## src/rtl/rv32m_muldiv_tagged_if.sv

```systemverilog
// Issue/result handshake bundle for the tagged RV32M multiply/divide unit.
interface rv32m_muldiv_tagged_if #(
    parameter int XLEN  = 32,
    parameter int TAG_W = 5
);
    logic             flush;
    logic             in_valid;
    logic             in_ready;
    logic [2:0]       in_op;
    logic [XLEN-1:0]  in_rs1;
    logic [XLEN-1:0]  in_rs2;
    logic [TAG_W-1:0] in_tag;
    logic             out_valid;
    logic             out_ready;
    logic [XLEN-1:0]  out_result;
    logic [TAG_W-1:0] out_tag;
    logic             busy;

    modport master (
        output flush, in_valid, in_op, in_rs1, in_rs2, in_tag, out_ready,
        input  in_ready, out_valid, out_result, out_tag, busy
    );
    modport slave (
        input  flush, in_valid, in_op, in_rs1, in_rs2, in_tag, out_ready,
        output in_ready, out_valid, out_result, out_tag, busy
    );
endinterface

```

## src/rtl/rv32m_muldiv_tagged.sv

```systemverilog
// RV32M execution unit: pipelined multiplier plus iterative restoring divider,
// sharing one tagged result port; results may return out of order.
module rv32m_muldiv_tagged #(
    parameter int XLEN       = 32,
    parameter int TAG_W      = 5,
    parameter int MUL_STAGES = 3
) (
    input logic                   clk,
    input logic                   rst,
    rv32m_muldiv_tagged_if.slave  bus
);
    localparam int CW = $clog2(XLEN) + 1;

    typedef enum logic [1:0] {IDLE, CALC, DONE} div_state_t;
    typedef struct packed {
        logic [XLEN-1:0]  res;
        logic [TAG_W-1:0] tag;
    } slot_t;

    div_state_t            state, state_nx;
    logic [MUL_STAGES:1]   vld_pipe, can_load, eff;
    slot_t [MUL_STAGES:1]  slot;
    logic                  full;
    logic                  accept, mul_acc, div_acc, mul_out, div_done, div_xfer;

    // ---------------- multiplier ----------------
    logic                   a_sgn, b_sgn;
    logic signed [XLEN:0]   ma, mb;
    logic signed [2*XLEN-1:0] mp;
    logic [XLEN-1:0]        mul_res;

    assign a_sgn   = (bus.in_op[1:0] == 2'b01) || (bus.in_op[1:0] == 2'b10);
    assign b_sgn   = (bus.in_op[1:0] == 2'b01);
    assign ma      = {a_sgn & bus.in_rs1[XLEN-1], bus.in_rs1};
    assign mb      = {b_sgn & bus.in_rs2[XLEN-1], bus.in_rs2};
    assign mp      = (2*XLEN)'(ma) * (2*XLEN)'(mb);
    assign mul_res = (bus.in_op[1:0] == 2'b00) ? mp[XLEN-1:0] : mp[2*XLEN-1:XLEN];

    // A parked divider result counts as occupying the last slot so a mul can
    // never displace a result already presented under backpressure.
    always_comb begin
        eff = vld_pipe;
        eff[MUL_STAGES] = vld_pipe[MUL_STAGES] | div_done;
        can_load = '0;
        full = 1'b1;
        for (int i = 1; i <= MUL_STAGES; i++) begin
            full = 1'b1;
            for (int j = i; j <= MUL_STAGES; j++) full = full & eff[j];
            can_load[i] = bus.out_ready | ~full;
        end
    end

    assign bus.in_ready = !rst && !bus.flush &&
                          (bus.in_op[2] ? (state == IDLE) : can_load[1]);
    assign accept   = bus.in_valid && bus.in_ready;
    assign mul_acc  = accept && !bus.in_op[2];
    assign div_acc  = accept &&  bus.in_op[2];
    assign mul_out  = vld_pipe[MUL_STAGES];
    assign div_done = (state == DONE);
    assign div_xfer = div_done && !mul_out && bus.out_ready && !bus.flush;

    always_ff @(posedge clk) begin
        if (rst) begin
            vld_pipe <= '0;
            slot     <= '0;
        end else if (bus.flush) begin
            vld_pipe <= '0;
        end else begin
            for (int i = MUL_STAGES; i >= 2; i--) begin
                if (can_load[i]) begin
                    vld_pipe[i] <= vld_pipe[i-1];
                    slot[i]     <= slot[i-1];
                end
            end
            if (can_load[1]) begin
                vld_pipe[1] <= mul_acc;
                slot[1]     <= {mul_res, bus.in_tag};
            end
        end
    end

    // ---------------- divider ----------------
    logic             signed_op, rs1_neg, rs2_neg, div_zero, div_ovf;
    logic [XLEN-1:0]  abs_a, abs_b;
    logic [XLEN-1:0]  dq, dr, dd, dres, q_nx, r_nx;
    logic [TAG_W-1:0] dtag;
    logic [CW-1:0]    cnt;
    logic             neg_q, neg_r, is_rem, ge, last;
    logic [XLEN:0]    rs, diff;

    assign signed_op = !bus.in_op[0];
    assign rs1_neg   = signed_op & bus.in_rs1[XLEN-1];
    assign rs2_neg   = signed_op & bus.in_rs2[XLEN-1];
    assign abs_a     = rs1_neg ? -bus.in_rs1 : bus.in_rs1;
    assign abs_b     = rs2_neg ? -bus.in_rs2 : bus.in_rs2;
    assign div_zero  = (bus.in_rs2 == '0);
    assign div_ovf   = signed_op && (bus.in_rs1 == {1'b1, {(XLEN-1){1'b0}}}) &&
                       (bus.in_rs2 == '1);

    assign rs   = {dr, dq[XLEN-1]};
    assign diff = rs - {1'b0, dd};
    assign ge   = ~diff[XLEN];
    assign q_nx = {dq[XLEN-2:0], ge};
    assign r_nx = ge ? diff[XLEN-1:0] : rs[XLEN-1:0];
    assign last = (cnt == CW'(XLEN-1));

    always_ff @(posedge clk) begin
        if (rst || bus.flush) state <= IDLE;
        else                  state <= state_nx;
    end

    always_comb begin
        state_nx = state;
        case (state)
            IDLE: if (div_acc) state_nx = (div_zero || div_ovf) ? DONE : CALC;
            CALC: if (last)    state_nx = DONE;
            DONE: if (div_xfer) state_nx = IDLE;
            default: state_nx = IDLE;
        endcase
    end

    always_ff @(posedge clk) begin
        if (rst) begin
            dq <= '0; dr <= '0; dd <= '0; dres <= '0; dtag <= '0; cnt <= '0;
            neg_q <= 1'b0; neg_r <= 1'b0; is_rem <= 1'b0;
        end else if (div_acc) begin
            dq     <= abs_a;
            dr     <= '0;
            dd     <= abs_b;
            cnt    <= '0;
            neg_q  <= rs1_neg ^ rs2_neg;
            neg_r  <= rs1_neg;
            is_rem <= bus.in_op[1];
            dtag   <= bus.in_tag;
            if (div_zero)     dres <= bus.in_op[1] ? bus.in_rs1 : '1;
            else if (div_ovf) dres <= bus.in_op[1] ? '0 : bus.in_rs1;
        end else if (state == CALC) begin
            dq  <= q_nx;
            dr  <= r_nx;
            cnt <= cnt + CW'(1);
            if (last)
                dres <= is_rem ? (neg_r ? -r_nx : r_nx) : (neg_q ? -q_nx : q_nx);
        end
    end

    // ---------------- output ----------------
    assign bus.out_valid  = mul_out | div_done;
    assign bus.out_result = mul_out ? slot[MUL_STAGES].res :
                            div_done ? dres : '0;
    assign bus.out_tag    = mul_out ? slot[MUL_STAGES].tag :
                            div_done ? dtag : '0;
    assign bus.busy       = (|vld_pipe) || (state != IDLE);
endmodule

```

## src/flat_wrapper.sv

```systemverilog
// flat-port wrapper written by rule: the top's interface ports become plain ports
module rv32m_muldiv_tagged_flat 
#(
    parameter int XLEN       = 32,
    parameter int TAG_W      = 5,
    parameter int MUL_STAGES = 3
)
  (clk, rst, bus_flush, bus_in_valid, bus_in_op, bus_in_rs1, bus_in_rs2, bus_in_tag, bus_out_ready, bus_in_ready, bus_out_valid, bus_out_result, bus_out_tag, bus_busy);
  rv32m_muldiv_tagged_if #(.XLEN(XLEN), .TAG_W(TAG_W)) bus_i ();
  input logic clk;
  input logic rst;
  input wire logic [$bits(bus_i.flush)-1:0] bus_flush;
  input wire logic [$bits(bus_i.in_valid)-1:0] bus_in_valid;
  input wire logic [$bits(bus_i.in_op)-1:0] bus_in_op;
  input wire logic [$bits(bus_i.in_rs1)-1:0] bus_in_rs1;
  input wire logic [$bits(bus_i.in_rs2)-1:0] bus_in_rs2;
  input wire logic [$bits(bus_i.in_tag)-1:0] bus_in_tag;
  input wire logic [$bits(bus_i.out_ready)-1:0] bus_out_ready;
  output wire logic [$bits(bus_i.in_ready)-1:0] bus_in_ready;
  output wire logic [$bits(bus_i.out_valid)-1:0] bus_out_valid;
  output wire logic [$bits(bus_i.out_result)-1:0] bus_out_result;
  output wire logic [$bits(bus_i.out_tag)-1:0] bus_out_tag;
  output wire logic [$bits(bus_i.busy)-1:0] bus_busy;
  assign bus_i.flush = bus_flush;
  assign bus_i.in_valid = bus_in_valid;
  assign bus_i.in_op = bus_in_op;
  assign bus_i.in_rs1 = bus_in_rs1;
  assign bus_i.in_rs2 = bus_in_rs2;
  assign bus_i.in_tag = bus_in_tag;
  assign bus_i.out_ready = bus_out_ready;
  assign bus_in_ready = bus_i.in_ready;
  assign bus_out_valid = bus_i.out_valid;
  assign bus_out_result = bus_i.out_result;
  assign bus_out_tag = bus_i.out_tag;
  assign bus_busy = bus_i.busy;
  rv32m_muldiv_tagged #(.XLEN(XLEN), .TAG_W(TAG_W), .MUL_STAGES(MUL_STAGES)) u_core (.clk(clk), .rst(rst), .bus(bus_i));
endmodule
```

## config.mk

```make
export PLATFORM = sky130hd
export DESIGN_NAME = rv32m_muldiv_tagged_flat
export DESIGN_NICKNAME = d
export VERILOG_FILES = /design/src/rtl/rv32m_muldiv_tagged_if.sv /design/src/rtl/rv32m_muldiv_tagged.sv /design/src/flat_wrapper.sv
export SDC_FILE = /design/constraint.sdc
export NUM_CORES = 2
export LEC_CHECK = 0
export CORE_MARGIN = 3
export CORE_UTILIZATION = 65
export CTS_BUF_LIST = sky130_fd_sc_hd__clkbuf_4
export CTS_CLUSTER_DIAMETER = 40
export DETAILED_ROUTE_END_ITERATION = 10
export GPL_ROUTABILITY_DRIVEN = 0
export PLACE_DENSITY_LB_ADDON = 0.05
export SETUP_SLACK_MARGIN = 0.1
export SYNTH_ARGS = -nofsm -noshare
export SYNTH_HDL_FRONTEND = slang
export SYNTH_SLANG_ARGS = --single-unit
export TNS_END_PERCENT = 1
```

## constraint.sdc

```tcl
create_clock -name clk -period 15.7 [get_ports clk]
set_input_delay 1.57 -clock clk [delete_from_list [all_inputs] [get_ports clk]]
set_output_delay 1.57 -clock clk [all_outputs]
set_load 0.02 [all_outputs]
```

**Word level (Yosys, flattened, before mapping)**

Index checks and enable logic that the tools add are counted.

- Add/subtract/negate cells: 6
- Multiply operators: 1
- Equal/unequal tests: 11
- Multiplexer cells: 26
- Bitwise logic cells: 17
- Reductions and logical operators: 33

Operator list:

| cell | number |
|---|---|
| $mux W32 | 18 |
| $neg A32 Y32 | 4 |
| $eq A32 B32 Y1 const B | 2 |
| $mul A33 B33 Y64 | 1 |
| $sub A33 B32 Y33 | 1 |
| $logic_not A32 Y1 | 1 |
| $logic_and A1 B1 Y1 | 10 |
| $mux W5 | 2 |
| $mux W2 | 4 |
| $and A1 B1 Y1 | 7 |
| $add A6 B1 Y6 const B | 1 |
| $eq A6 B5 Y1 const B | 1 |
| $pmux W2 S3 | 1 |
| $reduce_and A2 Y1 | 3 |
| $reduce_and A3 Y1 | 2 |
| $reduce_bool A2 Y1 | 3 |
| $logic_not A1 Y1 | 5 |
| $not A1 Y1 | 5 |
| $eq A2 B1 Y1 const B | 2 |
| $eq A2 B2 Y1 const B | 2 |
| $logic_not A2 Y1 | 2 |
| $logic_or A1 B1 Y1 | 4 |
| $ne A2 B1 Y1 const B | 2 |
| $or A1 B1 Y1 | 4 |
| other kinds (6) | 7 |

- Bits in registers: 258
- Bits of input ports: 77
- Output and inout bits: 40
- Logic and storage cells: 113

**Depth between registers and ports, before layout**

- Depth after elaboration: 11
- Depth in mapped cells: 35
- Gate-level depth less buffers: 32

**Worst setup path after synthesis**

Ideal clock, no wire load.

- Kind: input-to-reg
- Start point: input port bus_in_op[1]
- End point: register u_core.slot[31] in the netlist's numbering
- Library setup time: 0.136 ns
- Arrival time: 10.222 ns
- Required time: 15.564 ns
- Setup slack: 5.343 ns
- Stages on the path: 32
- Buffers on the path: 3
- Path through: inv_1 > buf_1 > clkbuf_1 > ha_1 > and2_0 > clkbuf_1 > nand2_1 > inv_1 > fa_1 > inv_1 > fa_1 > inv_1 > fa_1 > fa_1 > inv_1 > fa_1 > inv_1 > fa_1 > inv_1 > fa_1 > fa_1 > inv_1 > ha_1 > a21o_1 > a21o_1 > a21o_1 > a21o_1 > a21oi_1 > a21boi_0 > a21oi_1 > a2111oi_0 > o32ai_1

- Cells in the longest elaborated chain, start to end: 5
- Elaborated cells on any way between the ends: 8
- Classes of those cells: mul (1); eq/ne (2); mux (1); bitwise (2); reduce/logical (2)

RTL lines:

| what | RTL line | source |
|---|---|---|
| start, declared | flat_wrapper.sv:14 | `input wire logic [$bits(bus_i.in_op)-1:0] bus_in_op;` |
| $eq A2 B1 Y1 or $eq A2 B2 Y1 (tied branches) | rv32m_muldiv_tagged.sv:32, rv32m_muldiv_tagged.sv:33 |  |
| $logic_or A1 B1 Y1 | rv32m_muldiv_tagged.sv:32 | `assign a_sgn = (bus.in_op[1:0] == 2'b01) \|\| (bus.in_op[1:0] == 2'b10);` |
| $and A1 B1 Y1 | rv32m_muldiv_tagged.sv:34 | `assign ma = {a_sgn & bus.in_rs1[XLEN-1], bus.in_rs1};` |
| $mul A33 B33 Y64 | rv32m_muldiv_tagged.sv:36 | `assign mp = (2*XLEN)'(ma) * (2*XLEN)'(mb);` |
| $mux W32 (*) | rv32m_muldiv_tagged.sv:37 | `assign mul_res = (bus.in_op[1:0] == 2'b00) ? mp[XLEN-1:0] : mp[2*XLEN-1:XLEN];` |
| end signal, assigned by index | rv32m_muldiv_tagged.sv:72 | `slot[i] <= slot[i-1];` |
| end, declared | rv32m_muldiv_tagged.sv:22 | `slot_t [MUL_STAGES:1] slot;` |

Mark *: on every way between the ends. The rest lies on a longest branch, timed or not.
A chain may end at the register's enable or synchronous reset.

**Final worst setup path**

Ends and elaborated chain as after synthesis.

==> metrics.txt <==
Placeable Area between 80000 and 90000 sq um; die height 296 um; count of different cell masters after synthesis 85; Yosys reg bits 258; Area growth, synth to finish 4.16%; Syn Nets 7966; async set-reset flop share out of synthesis 0%; Synth Instances 6511; initial DRC count 4059; DR WL met2 76700 um; Resized cells post-CTS 0; top post-synthesis cells by area fa_1, dfxtp_1, inv_1; hold buffer count at CTS 0; root buf cell clkbuf_4; slew margin rel. about 21%; Fmax 87.0 MHz; Yosys top cell by area fa_1; residual DRC count 0; H-Tree Depth 3; worst path arrival time between 10 and 15 ns; WS Path Type in -> reg; slowest CP cell fa_1; Slew Limit Fails 0; I/O pin count 117; worst-case clock skew about 0.052 ns; Overflow after GRT 0; Routed WL roughly 170000 um; Routed Antenna Nets 0; Worst EP required 16.26 ns; endpoints failing setup 0; setup_tns 0 ns; count leader, synth inv_1; hpwl dp between 100000 and 150000 um; site row count 105; post-place setup slack about 3.7 ns; worst-path maximum fanout 34; Tcrit/Tclk final 73.2%; Post-synth EDFFs 0; clk sink count 258; CTS buffer count 72; sequential fraction of the synthesis area under 10%; IO Port Bufs 116; Crit. End Element flop; final critical-path required period roughly 11 ns; top-area cell type share of the netlist area 41.3%; met3 wire length about 22000 um; outcome finished, final reports clean; detailed-route via count 45600; Post-CTS Repair Setup Buffers 0; chip width between 200 and 300 um; HP Class reg -> reg; CTS tree built; layout cells sized above 1 4.44%; DRT Pass-1 Iters 8; max-cap violations 0; Worst-path clk slew 0.07 ns; global-route wire length before repair 271000 um; post-route worst setup slack 4.21 ns; placed inst area roughly 56000 sq um; Vias/cell 6.11; startpoint types primary input; Post-Layout Inst Area 56800 sq um; mean routed wirelength per cell 23.2 um; wire length on met1 66300 um; Worst-Skew Late Latency 0.72 ns; syn avg cell area 8.38 sq um; largest net degree at the start of global routing 86; initial antenna violation count 6; Worst path max stage delay ~0.89 ns; Synth Warn # 0; ys flop type dfxtp_1; Final #Nets about 7800; Total Die Area 87400 sq um; synthesized area 54500 sq um; vias in the first global route 46500; commonest cells in the netlist inv_1, nand2_1, fa_1; GR Util All Layers 40.9%; RSZ-0062 raised after global routing no; Slew @ Worst Pin between 1 and 1.5 ns; uppermost layer routed met5; Max clock buf depth 3; Initial Util 66.0%; final hold vios 0
cell families after synthesis:
logic type	Yosys count	share of synthesized area, %
adders and majority gates	1396	47.4
buffers and inverters	1688	11.6
AOI/OAI and AO/OA	882	10.5
muxes	37	0.688
xor gates and xnor gates	196	3.15
and+or+nand+nor	2054	17.1
DFF	258	9.47
through the flow:
stage	hold WS (ns)	cells	util [%]
3_3_place_gp	0.438	7353	67.7
3_5_place_dp	0.443	7353	67.7
4_1_cts	0.414	7469	68.7
6_report	0.421	7473	68.7
5_1_grt	0.431	7471	68.7
2_1_floorplan	0.429	6511	-
worst paths after layout:
check	start	endpoint	slack [ns]	cells past startpoint
worst min-delay path	u_core.slot[50]$_SDFFE_PP0P_	u_core.slot[87]$_SDFFE_PP0P_	0.42	2
worst min register to register	u_core.slot[50]$_SDFFE_PP0P_	u_core.slot[87]$_SDFFE_PP0P_	0.42	2
worst max register to register	u_core.dq[31]$_SDFFE_PP0P_	u_core.dres[28]$_SDFFE_PP0P_	9.74	20
worst max-delay path	bus_in_op[1]	u_core.slot[31]$_SDFFE_PP0P_	4.21	31
metal layers:
metal / vias up / track usage [%]
met3: 479 / 10.9
met2: 2676 / 63.2
li1: 19700 / -
met1: 22800 / 55.0
met4: 2 / 17.3
met5: - / 0
area by class of cell:
cell class | count | area (sq um)
Multi-Input combinational cell | 4565 | 43100
Timing Repair Buffer | 208 | 1680
Tap cell | 1070 | 1340
Inverter | 1252 | 4700
Antenna cell | 4 | 10.0
Sequential cell | 258 | 5160
Clock inverter | 22 | 120
Fill cell | 6939 | 25800
Clock buffer | 94 | 706
worst max-delay path: cells and delay by family:
| family | cells | cell delay, ns |
|---|---|---|
| adders and majority gates | 10 | 5.33 |
| and+or+nand+nor | 2 | 1.10 |
| buffers and inverters | 10 | 1.92 |
| AOI/OAI and AO/OA | 9 | 2.11 |
flip-flops by register name (all words and copies together) (netlist names):
signal	cells
u_core.cnt	6
u_core.dd	32
u_core.dq	32
u_core.dr	32
u_core.dres	32
u_core.dtag	5
u_core.is_rem	1
u_core.neg_q	1
u_core.neg_r	1
u_core.slot	111
u_core.state	2
u_core.vld_pipe	3
cell usage in the layout, fill, tap and decap left out, types with 27 or more instances in the layout:
master,instances
o211ai_1,27
nor2_1,263
nand2b_1,29
buf_4,92
o31ai_1,38
dfxtp_1,258
a211oi_1,76
and3_1,42
nand2_1,1134
clkbuf_4,94
clkdlybuf4s50_1,80
nor3_1,60
xnor2_1,122
xor2_1,74
or3_1,57
ha_1,251
mux2i_1,33
a21oi_1,275
a21o_1,58
nand3_1,36
a311oi_1,27
nand4_1,28
o21ai_0,160
and2_1,278
a22o_1,38
buf_2,35
inv_1,1252
fa_1,1126
Power is left out: the tool's default activity adds up to more than one toggle a clock period on the data nets, which glitch-free logic cannot reach.
